<file path="config.mk">
export PLATFORM = sky130hd
export DESIGN_NAME = cu_mc
export DESIGN_NICKNAME = d
export VERILOG_FILES = /design/src/rtl/mycpu_pkg.sv /design/src/rtl/cu_dec.sv /design/src/rtl/cu_mc.sv
export SDC_FILE = /design/constraint.sdc
export NUM_CORES = 1
export LEC_CHECK = 0
export CAP_MARGIN = 25
export CORE_MARGIN = 10
export CORE_UTILIZATION = 41
export CTS_BUF_LIST = sky130_fd_sc_hd__clkbuf_4
export CTS_CLUSTER_SIZE = 14
export DETAILED_ROUTE_END_ITERATION = 6
export PLACE_DENSITY = 0.82
export SYNTH_ARGS = -nofsm -noshare
export SYNTH_HDL_FRONTEND = slang
export SYNTH_SLANG_ARGS = --single-unit
</file>
<file path="constraint.sdc">
create_clock -name clk -period 2.25 [get_ports clk]
set_input_delay 0.3375 -clock clk [delete_from_list [all_inputs] [get_ports clk]]
set_output_delay 0.3375 -clock clk [all_outputs]
set_load 0.01 [all_outputs]
</file>
<file path="src/rtl/mycpu_pkg.sv">
// Shared types and constants for the mycpu multicycle control unit.
package mycpu_pkg;

    typedef enum logic [2:0] {
        RST = 3'd0,
        INF = 3'd1,
        EX0 = 3'd2,
        EXS = 3'd3,
        HLT = 3'd4
    } cu_mc_state_t;

    // Opcodes; the low nibble doubles as the ALU/shifter function select.
    typedef enum logic [6:0] {
        OP_MOVA = 7'b0000000,
        OP_INC  = 7'b0000001,
        OP_ADD  = 7'b0000010,
        OP_SUB  = 7'b0000101,
        OP_DEC  = 7'b0000110,
        OP_AND  = 7'b0001000,
        OP_OR   = 7'b0001001,
        OP_XOR  = 7'b0001010,
        OP_NOT  = 7'b0001011,
        OP_MOVB = 7'b0001100,
        OP_SHR  = 7'b0001101,
        OP_SHL  = 7'b0001110,
        OP_SRM  = 7'b0011101,
        OP_SLM  = 7'b0011110,
        OP_LD   = 7'b0010000,
        OP_IOR  = 7'b0010001,
        OP_ST   = 7'b0100000,
        OP_IOW  = 7'b0100001,
        OP_LDI  = 7'b1001100,
        OP_ADI  = 7'b1000010,
        OP_BRZ  = 7'b1100000,
        OP_BRN  = 7'b1100001,
        OP_JMP  = 7'b1110000,
        OP_HAL  = 7'b1110111,
        OP_XXL  = 7'b1111111
    } opcode_t;

    localparam logic [1:0] PS_HOLD = 2'b00;
    localparam logic [1:0] PS_INC  = 2'b01;
    localparam logic [1:0] PS_BR   = 2'b10;
    localparam logic [1:0] PS_JMP  = 2'b11;

    localparam logic [1:0] MD_ALU = 2'b00;
    localparam logic [1:0] MD_MEM = 2'b01;
    localparam logic [1:0] MD_IO  = 2'b10;

    // Instruction class flags produced by the opcode decoder.
    typedef struct packed {
        logic alu;
        logic imm;
        logic mem;
        logic io;
        logic load;
        logic br;
        logic shiftm;
        logic halt;
        logic illegal;
    } cu_dec_t;

endpackage

</file>
<file path="src/rtl/cu_dec.sv">
// Combinational opcode classifier for the multicycle control unit.
module cu_dec
    import mycpu_pkg::*;
(
    input  logic [6:0] opc,
    output cu_dec_t    dec_c
);

    // Map each opcode to its class; anything unlisted is illegal.
    always_comb begin
        dec_c = '0;
        case (opc)
            OP_MOVA, OP_INC, OP_ADD, OP_SUB, OP_DEC, OP_AND, OP_OR,
            OP_XOR, OP_NOT, OP_MOVB, OP_SHR, OP_SHL: dec_c.alu = 1'b1;
            OP_LDI, OP_ADI: begin
                dec_c.alu = 1'b1;
                dec_c.imm = 1'b1;
            end
            OP_LD: begin
                dec_c.mem  = 1'b1;
                dec_c.load = 1'b1;
            end
            OP_ST: dec_c.mem = 1'b1;
            OP_IOR: begin
                dec_c.io   = 1'b1;
                dec_c.load = 1'b1;
            end
            OP_IOW: dec_c.io = 1'b1;
            OP_BRZ, OP_BRN, OP_JMP: dec_c.br = 1'b1;
            OP_SRM, OP_SLM: dec_c.shiftm = 1'b1;
            OP_HAL: dec_c.halt = 1'b1;
            OP_XXL: ;
            default: dec_c.illegal = 1'b1;
        endcase
    end

endmodule

</file>
<file path="src/rtl/cu_mc.sv">
// Multicycle control unit: fetch/execute sequencing, memory/IO wait states,
// micro-sequenced multi-bit shifts, halt/resume and illegal-opcode reporting.
module cu_mc
    import mycpu_pkg::*;
#(
    parameter int unsigned RA_W  = 3,
    parameter int unsigned OPC_W = 7,
    localparam int unsigned INS_W = OPC_W + 3 * RA_W,
    localparam int unsigned RS_W  = 3 * (RA_W + 1)
) (
    input  logic             clk,
    input  logic             rst,
    input  logic [INS_W-1:0] ins_in,
    input  logic             z_in,
    input  logic             n_in,
    input  logic             rdy_in,
    input  logic             run_in,
    output logic             il_out,
    output logic [1:0]       ps_out,
    output logic             rw_out,
    output logic [RS_W-1:0]  rs_out,
    output logic             mm_out,
    output logic [1:0]       md_out,
    output logic             mb_out,
    output logic [3:0]       fs_out,
    output logic             wen_out,
    output logic             iom_out,
    output logic             req_out,
    output logic             halted_out,
    output logic             illegal_out
);

    localparam int unsigned AW = RA_W + 1;

    cu_mc_state_t    state_r, state_nx;
    logic [RA_W-1:0] cnt_r, cnt_nx;

    logic [6:0]      opc;
    logic [RA_W-1:0] dr, sa, sb;
    logic [AW-1:0]   da_f, aa_f, ba_f, tmp_a;
    logic            cnt_more;
    cu_dec_t         dec;

    assign opc      = 7'(ins_in[INS_W-1 -: OPC_W]);
    assign dr       = ins_in[3*RA_W-1 -: RA_W];
    assign sa       = ins_in[2*RA_W-1 -: RA_W];
    assign sb       = ins_in[RA_W-1:0];
    assign da_f     = {1'b0, dr};
    assign aa_f     = {1'b0, sa};
    assign ba_f     = {1'b0, sb};
    assign tmp_a    = {1'b1, {RA_W{1'b0}}};
    assign cnt_more = (cnt_r > RA_W'(1));

    cu_dec u_dec (
        .opc   (opc),
        .dec_c (dec)
    );

    // State and shift-count registers.
    always_ff @(posedge clk or posedge rst) begin
        if (rst) begin
            state_r <= RST;
            cnt_r   <= '0;
        end else begin
            state_r <= state_nx;
            cnt_r   <= cnt_nx;
        end
    end

    // Next-state and shift-count update.
    always_comb begin
        state_nx = state_r;
        cnt_nx   = cnt_r;
        case (state_r)
            RST: state_nx = INF;
            INF: if (rdy_in) state_nx = EX0;
            EX0: begin
                if ((dec.mem || dec.io) && !rdy_in) begin
                    state_nx = EX0;
                end else if (dec.halt) begin
                    state_nx = HLT;
                end else if (dec.shiftm && (sb != '0)) begin
                    state_nx = EXS;
                    cnt_nx   = sb;
                end else begin
                    state_nx = INF;
                end
            end
            EXS: begin
                if (cnt_more) cnt_nx = cnt_r - RA_W'(1);
                else          state_nx = INF;
            end
            HLT: if (run_in) state_nx = INF;
            default: state_nx = RST;
        endcase
    end

    // Microoperation outputs for the current state.
    always_comb begin
        il_out      = 1'b0;
        ps_out      = PS_HOLD;
        rw_out      = 1'b0;
        rs_out      = '0;
        mm_out      = 1'b0;
        md_out      = MD_ALU;
        mb_out      = 1'b0;
        fs_out      = 4'b0000;
        wen_out     = 1'b1;
        iom_out     = 1'b0;
        req_out     = 1'b0;
        halted_out  = 1'b0;
        illegal_out = 1'b0;
        case (state_r)
            INF: begin
                mm_out  = 1'b1;
                req_out = 1'b1;
                il_out  = rdy_in;
            end
            EX0: begin
                if (dec.alu) begin
                    rs_out = {da_f, aa_f, ba_f};
                    fs_out = opc[3:0];
                    rw_out = 1'b1;
                    ps_out = PS_INC;
                    mb_out = dec.imm;
                end else if (dec.mem || dec.io) begin
                    rs_out  = {da_f, aa_f, ba_f};
                    req_out = 1'b1;
                    iom_out = dec.io;
                    if (rdy_in) begin
                        ps_out = PS_INC;
                        if (dec.load) begin
                            rw_out = 1'b1;
                            md_out = dec.io ? MD_IO : MD_MEM;
                        end else begin
                            wen_out = 1'b0;
                        end
                    end
                end else if (dec.br) begin
                    rs_out = {da_f, aa_f, ba_f};
                    case (opc)
                        OP_BRZ:  ps_out = z_in ? PS_BR : PS_INC;
                        OP_BRN:  ps_out = n_in ? PS_BR : PS_INC;
                        default: ps_out = PS_JMP;
                    endcase
                end else if (dec.shiftm) begin
                    // Zero count is a plain move; otherwise stage SA into the temp.
                    rw_out = 1'b1;
                    if (sb == '0) begin
                        rs_out = {da_f, aa_f, ba_f};
                        ps_out = PS_INC;
                    end else begin
                        rs_out = {tmp_a, aa_f, ba_f};
                    end
                end else if (dec.halt) begin
                    ps_out = PS_HOLD;
                end else begin
                    ps_out      = PS_INC;
                    illegal_out = dec.illegal;
                end
            end
            EXS: begin
                rs_out = {cnt_more ? tmp_a : da_f, {AW{1'b0}}, tmp_a};
                fs_out = opc[3:0];
                rw_out = 1'b1;
                ps_out = cnt_more ? PS_HOLD : PS_INC;
            end
            HLT: begin
                halted_out = 1'b1;
                ps_out     = run_in ? PS_INC : PS_HOLD;
            end
            default: ;
        endcase
    end

endmodule

</file>
## Word-level counts from Yosys, hierarchy flattened

Index checks and enable logic that the tools add are counted.

- Register bits after elaboration: 6
- Bits of input ports: 22
- Output and inout port bits: 29
- Word-level logic and storage cells: 135

- $add $sub $neg: 1
- Magnitude comparators: 1
- Equality and inequality tests: 35
- Multiplexer cells: 77
- Reduce and logical (&&, ||, !) cells: 19

Operators with widths:

| kind | number |
|---|---|
| 12-bit two-way mux | 5 |
| 7-bit by 4-bit equality test with 1-bit output (second input constant) | 7 |
| 7-bit equality test (second input constant) | 7 |
| 1-bit two-way mux | 40 |
| 7-bit by 5-bit equality test with 1-bit output (second input constant) | 4 |
| 3-bit two-way mux | 9 |
| 2-bit two-way mux | 13 |
| 25-bit OR reduction | 1 |
| 12-bit case mux with 2 select lines | 1 |
| 3-bit case mux with 5 select lines | 1 |
| 7-bit by 3-bit equality test with 1-bit output (second input constant) | 2 |
| 7-bit by 6-bit equality test with 1-bit output (second input constant) | 2 |
| 2-bit != test (second input constant) | 7 |
| 14-bit OR reduction | 1 |
| 2-bit OR reduction | 5 |
| 4-bit two-way mux | 2 |
| 4-bit case mux with 2 select lines | 1 |
| 7-bit by 1-bit equality test with 1-bit output (second input constant) | 1 |
| 7-bit by 2-bit equality test with 1-bit output (second input constant) | 1 |
| 7-bit zero test | 1 |
| 3-bit by 2-bit equality test with 1-bit output (second input constant) | 2 |
| 3-bit zero test | 2 |
| 2-bit case mux with 3 select lines | 1 |
| 3-bit case mux with 2 select lines | 1 |
| other kinds (14) | 16 |

## Logic depth before layout (Yosys ltp)

- Word-level depth: 9
- Depth in mapped cells: 7
- Mapped depth without buffers: 6

## Modules after synthesis

From an unflattened synthesis, not the netlist that was laid out.

- Cells, all modules: 146
- Area total of the unflattened synthesis: 1031.0 um2

Modules (own cells, without submodules):

| module | instances | cells an instance | area each (um2) | seq. area each (um2) |
|---|---|---|---|---|
| cu_mc | 1 | 109 | 813.3 | 150.1 |
| cu_dec | 1 | 37 | 217.7 | 0.0 |

## Worst setup path after synthesis

OpenSTA, ideal clock, no wires.

- Path kind: input -> output
- From: in ins_in[10]
- To: out md_out[0]
- Arrival time: 1.691 ns
- Required time: 1.913 ns
- Slack: 0.222 ns
- Cell stages on the path: 5
- Path buffers: 1
- Cells stage by stage: buf_2 or3_4 nor3_2 nand3_1 nor4bb_1

- Word-level cells in the longest chain between the ends: 9
- Elaborated cells on any way between the ends: 33
- Classes of those cells: 17 x eq/ne; 10 x mux; 6 x reduce/logical

Ends and longest elaborated chain:

| element | RTL line | source |
|---|---|---|
| start, declared | cu_mc.sv:13 | `input logic [INS_W-1:0] ins_in,` |
| 7-bit by 5-bit equality test with 1-bit output or 7-bit by 6-bit equality test with 1-bit output (tied branches) | cu_dec.sv:12 | `case (opc)` |
| 2-bit OR reduction (no source line) | - |  |
| 1-bit two-way mux | cu_dec.sv:12 |  |
| 2-bit two-way mux | cu_mc.sv:134 | `md_out = dec.io ? MD_IO : MD_MEM;` |
| 2-bit two-way mux | cu_mc.sv:132 | `if (dec.load) begin` |
| 2-bit two-way mux | cu_mc.sv:130 | `if (rdy_in) begin` |
| 2-bit two-way mux | cu_mc.sv:126 | `end else if (dec.mem \|\| dec.io) begin` |
| 2-bit two-way mux * | cu_mc.sv:120 | `if (dec.alu) begin` |
| 2-bit two-way mux * | cu_mc.sv:113 | `case (state_r)` |
| end, declared | cu_mc.sv:23 | `output logic [1:0] md_out,` |

Every way passes the cells marked *; elsewhere a longest branch is shown, timed or not.

## Worst setup path in the final report

- From: in ins_in[2]
- To: out ps_out[0]

- Word-level cells in the longest chain between the ends: 7

Ends and longest elaborated chain:

| element | RTL line | source |
|---|---|---|
| 3-bit zero test | cu_mc.sv:149 | `if (sb == '0) begin` |
| 1-bit two-way mux | cu_mc.sv:149 |  |
| 2-bit two-way mux | cu_mc.sv:146 | `end else if (dec.shiftm) begin` |
| 2-bit two-way mux | cu_mc.sv:139 | `end else if (dec.br) begin` |
| 2-bit two-way mux | cu_mc.sv:126 |  |
| 2-bit two-way mux | cu_mc.sv:120 |  |
| 2-bit case mux with 3 select lines | cu_mc.sv:113 |  |
| end, declared | cu_mc.sv:19 | `output logic [1:0] ps_out,` |

No other way between the ends.

==> impl_metrics.json <==
{
  "status": "finished, violations left",
  "violations": "negative setup slack",
  "worst-r2r-cell-count": 6,
  "wirelength_met1_um": 2097,
  "grt_pass1_wl_um": 7707,
  "critical_path.endpoint_type": "output port",
  "fin_skew_ps": 0.8496,
  "rr_startpoint": "state_r[0]",
  "detail_route.drc_violations": 0,
  "p_sw_mw": 0.6521,
  "via_count": 1608,
  "power_density_nw_per_um2": 665.3,
  "vias_per_cell": 5.722,
  "fmaxAchievable_mhz": 442.9,
  "finalHoldViolCount": 0,
  "globalRouteOverflowTotal": 0,
  "drv_slew": 0,
  "globalplace.congestion": 0.9248,
  "synth_flop_cell": "sky130_fd_sc_hd__dfrtp_1",
  "synth-seq-area-share": 0.1472,
  "cell_at_the_root_of_the_clock_tree": "sky130_fd_sc_hd__clkbuf_4",
  "p_leak_nw": 1.002,
  "drive_gt1_frac": 0.4940,
  "die_h_um": 69.87,
  "initial_drt_pass_iterations": 4,
  "yosys_register_bits": 6,
  "met2_wirelength_um": 2805,
  "core_area_um2": 2432,
  "setup-violations-final": 1,
  "timing_worst_setup_path_type": "in2out",
  "totalWireLength_um": 5306,
  "vdd_drop_max_v": 0.0009759,
  "tritoncts": "built",
  "synth_enable_flop_cells": 0,
  "timing.critical_path.required_ps": 1910,
  "wl_per_cell_um": 18.88,
  "grt_antenna_before_repair": 0,
  "pwr-share-seq": 0.144,
  "route.antenna.remaining_nets": 0,
  "area_growth_pct": 106.3,
  "netSwitchingFraction": 0.4660,
  "clock_power_share": 0.068,
  "critical_path.max_fanout": 3,
  "intPower_mw": 0.7472,
  "layout_setup_ws_ps": -7.757,
  "critPathArrivalTime_ps": 1920,
  "groute.usage.overall": 0.1850,
  "worstSkewPairLatency_ps": 240,
  "fp-row-count": 18,
  "synth-warning-count": 0,
  "cts.clk_slew.worst_paths_ps": 40,
  "clock_path_buffers": 2,
  "worst_setup_path_start_kind": "input port",
  "synth_area_um2": 1020,
  "cts_max_level": 1,
  "io_pins": 51,
  "dp_hpwl_um": 3523,
  "avgSynthCellArea_um2": 6.709,
  "hold_slack_ps": 300.5,
  "synth.net_count": 175,
  "cts_buffers": 3,
  "final_net_count": 276,
  "start_util": 0.4192,
  "met3_wirelength_um": 264,
  "clock_sink_count": 6,
  "fin_crit_ps": 2258,
  "first_iter_violations": 152,
  "antenna_cell_count": 0,
  "largest_net_degree_at_the_start_of_global_routing": 16,
  "comb_power_share": 0.788,
  "synth_cell_type_count": 47,
  "cells_after_synth": 152,
  "min_period_over_period": 1.003,
  "dieWidth_um": 69.87,
  "port_buffers": 49,
  "floorplan.die_area_um2": 4882,
  "rr_endpoint": "cnt_r[2]",
  "grt_setup_unrepaired": "true",
  "drv.max_cap_violation_count": 0,
  "holdCritPathClass": "in2async",
  "layout.core_utilization": 0.8647,
  "setup.reg_to_reg.worst_slack_ps": 610,
  "topRoutingLayerUsed": "met4",
  "first_global_vias": 1547,
  "postSynth.asyncResetShare": 1.000
}
## per-layer routing
layer / global-route usage / up-vias
li1: - / 761
met1: 0.2073 / 776
met2: 0.3424 / 59
met3: 0.02542 / 12
met4: 0.06579 / 0
met5: 0 / -
## state kept, by name, summed over array words and instances, names as in the netlist
register and flops:
cnt_r 3, state_r 3
## kinds of logic after synthesis
logic type,after synthesis,synth area share
xor+xnor,3,0.02577
fa+ha+maj,1,0.01227
simple gates,74,0.4098
flops,6,0.1472
mux,2,0.02208
buf+inv,20,0.08222
compound gates,45,0.2970
other cells,1,0.003677
## power groups by stage
stage | clock, mW | combinational (mW) | sequential, mW
6_report | 0.0952 | 1.10 | 0.202
3_5_place_dp | 0 | 1.04 | 0.203
5_1_grt | 0.0996 | 1.19 | 0.208
2_1_floorplan | 0 | 0.512 | 0.192
4_1_cts | 0.101 | 1.04 | 0.201
3_3_place_gp | 0 | 1.01 | 0.196
## critical path: stages
cell	delay [ps]
sky130_fd_sc_hd__clkdlybuf4s50_1	420
sky130_fd_sc_hd__or3_4	370
sky130_fd_sc_hd__nor4_1	370
sky130_fd_sc_hd__a311oi_2	100
sky130_fd_sc_hd__a21oi_2	160
sky130_fd_sc_hd__buf_2	150
## cell type report
type / instances / area, µm²
Timing Repair Buffer: 106 / 822.0
Clock buffer: 3 / 22.52
Tap cell: 30 / 37.54
Inverter: 10 / 37.54
Sequential cell: 6 / 150.1
Multi-Input combinational cell: 126 / 1033
Fill cell: 139 / 329.1
## placed cells by master (no fill, tap or decap), types with 5 or more instances in the layout
master                             n
sky130_fd_sc_hd__buf_4            53
sky130_fd_sc_hd__clkbuf_2          8
sky130_fd_sc_hd__dfrtp_1           6
sky130_fd_sc_hd__a21oi_1          16
sky130_fd_sc_hd__nor2_1           10
sky130_fd_sc_hd__nor3_1            5
sky130_fd_sc_hd__inv_1            10
sky130_fd_sc_hd__clkdlybuf4s50_1  16
sky130_fd_sc_hd__buf_2            16
sky130_fd_sc_hd__nand2_1          16
## Yosys cell counts, types with 4 or more instances
| library cell | number | area [µm²] |
|---|---|---|
| sky130_fd_sc_hd__a21oi_1 | 20 | 100.1 |
| sky130_fd_sc_hd__nand2_1 | 18 | 67.56 |
| sky130_fd_sc_hd__nor2_1 | 11 | 41.29 |
| sky130_fd_sc_hd__inv_1 | 10 | 37.54 |
| sky130_fd_sc_hd__nor3_1 | 7 | 35.03 |
| sky130_fd_sc_hd__dfrtp_1 | 6 | 150.1 |
| sky130_fd_sc_hd__clkbuf_1 | 5 | 18.77 |
| sky130_fd_sc_hd__nor3b_1 | 5 | 37.54 |
| sky130_fd_sc_hd__o21ai_0 | 5 | 25.02 |
| sky130_fd_sc_hd__buf_2 | 4 | 20.02 |
| sky130_fd_sc_hd__nand3_1 | 4 | 20.02 |
| sky130_fd_sc_hd__nor2b_1 | 4 | 25.02 |
| sky130_fd_sc_hd__or3_1 | 4 | 25.02 |
## repair_timing
| item | CTS | global route |
|---|---|---|
| hold buffers | 0 | 0 |
| pin swaps | 10 | 17 |
| cloned | 0 | 0 |
| buffers inserted | 7 | 5 |
| endpoints found under the setup margin | 25 | 22 |
| gates resized for setup | 104 | 44 |
## per-stage QoR
stage	setup slack [ps]	setup TNS (ps)	total power [mW]	instances	instance area, µm²
after floorplan	221.8	0	0.7040	152	1020
after global placement	-641.5	-13420	1.208	267	1847
after detailed placement	-635.2	-13520	1.241	267	1847
after CTS	3.219	0	1.339	277	1991
after global routing	-73.00	-78.97	1.496	281	2103
final	-7.757	-7.757	1.399	281	2103
## worst max-delay path by stage
stage          slack, ps       start   endpoint
2_1_floorplan        220  ins_in[10]  md_out[0]
3_3_place_gp        -640   ins_in[9]     rw_out
3_5_place_dp        -640   ins_in[9]  rs_out[6]
4_1_cts                3  ins_in[12]  ps_out[0]
5_1_grt              -70   ins_in[2]  ps_out[0]
6_report              -8   ins_in[2]  ps_out[0]
Note: power is estimated with default switching activity, not from simulation.
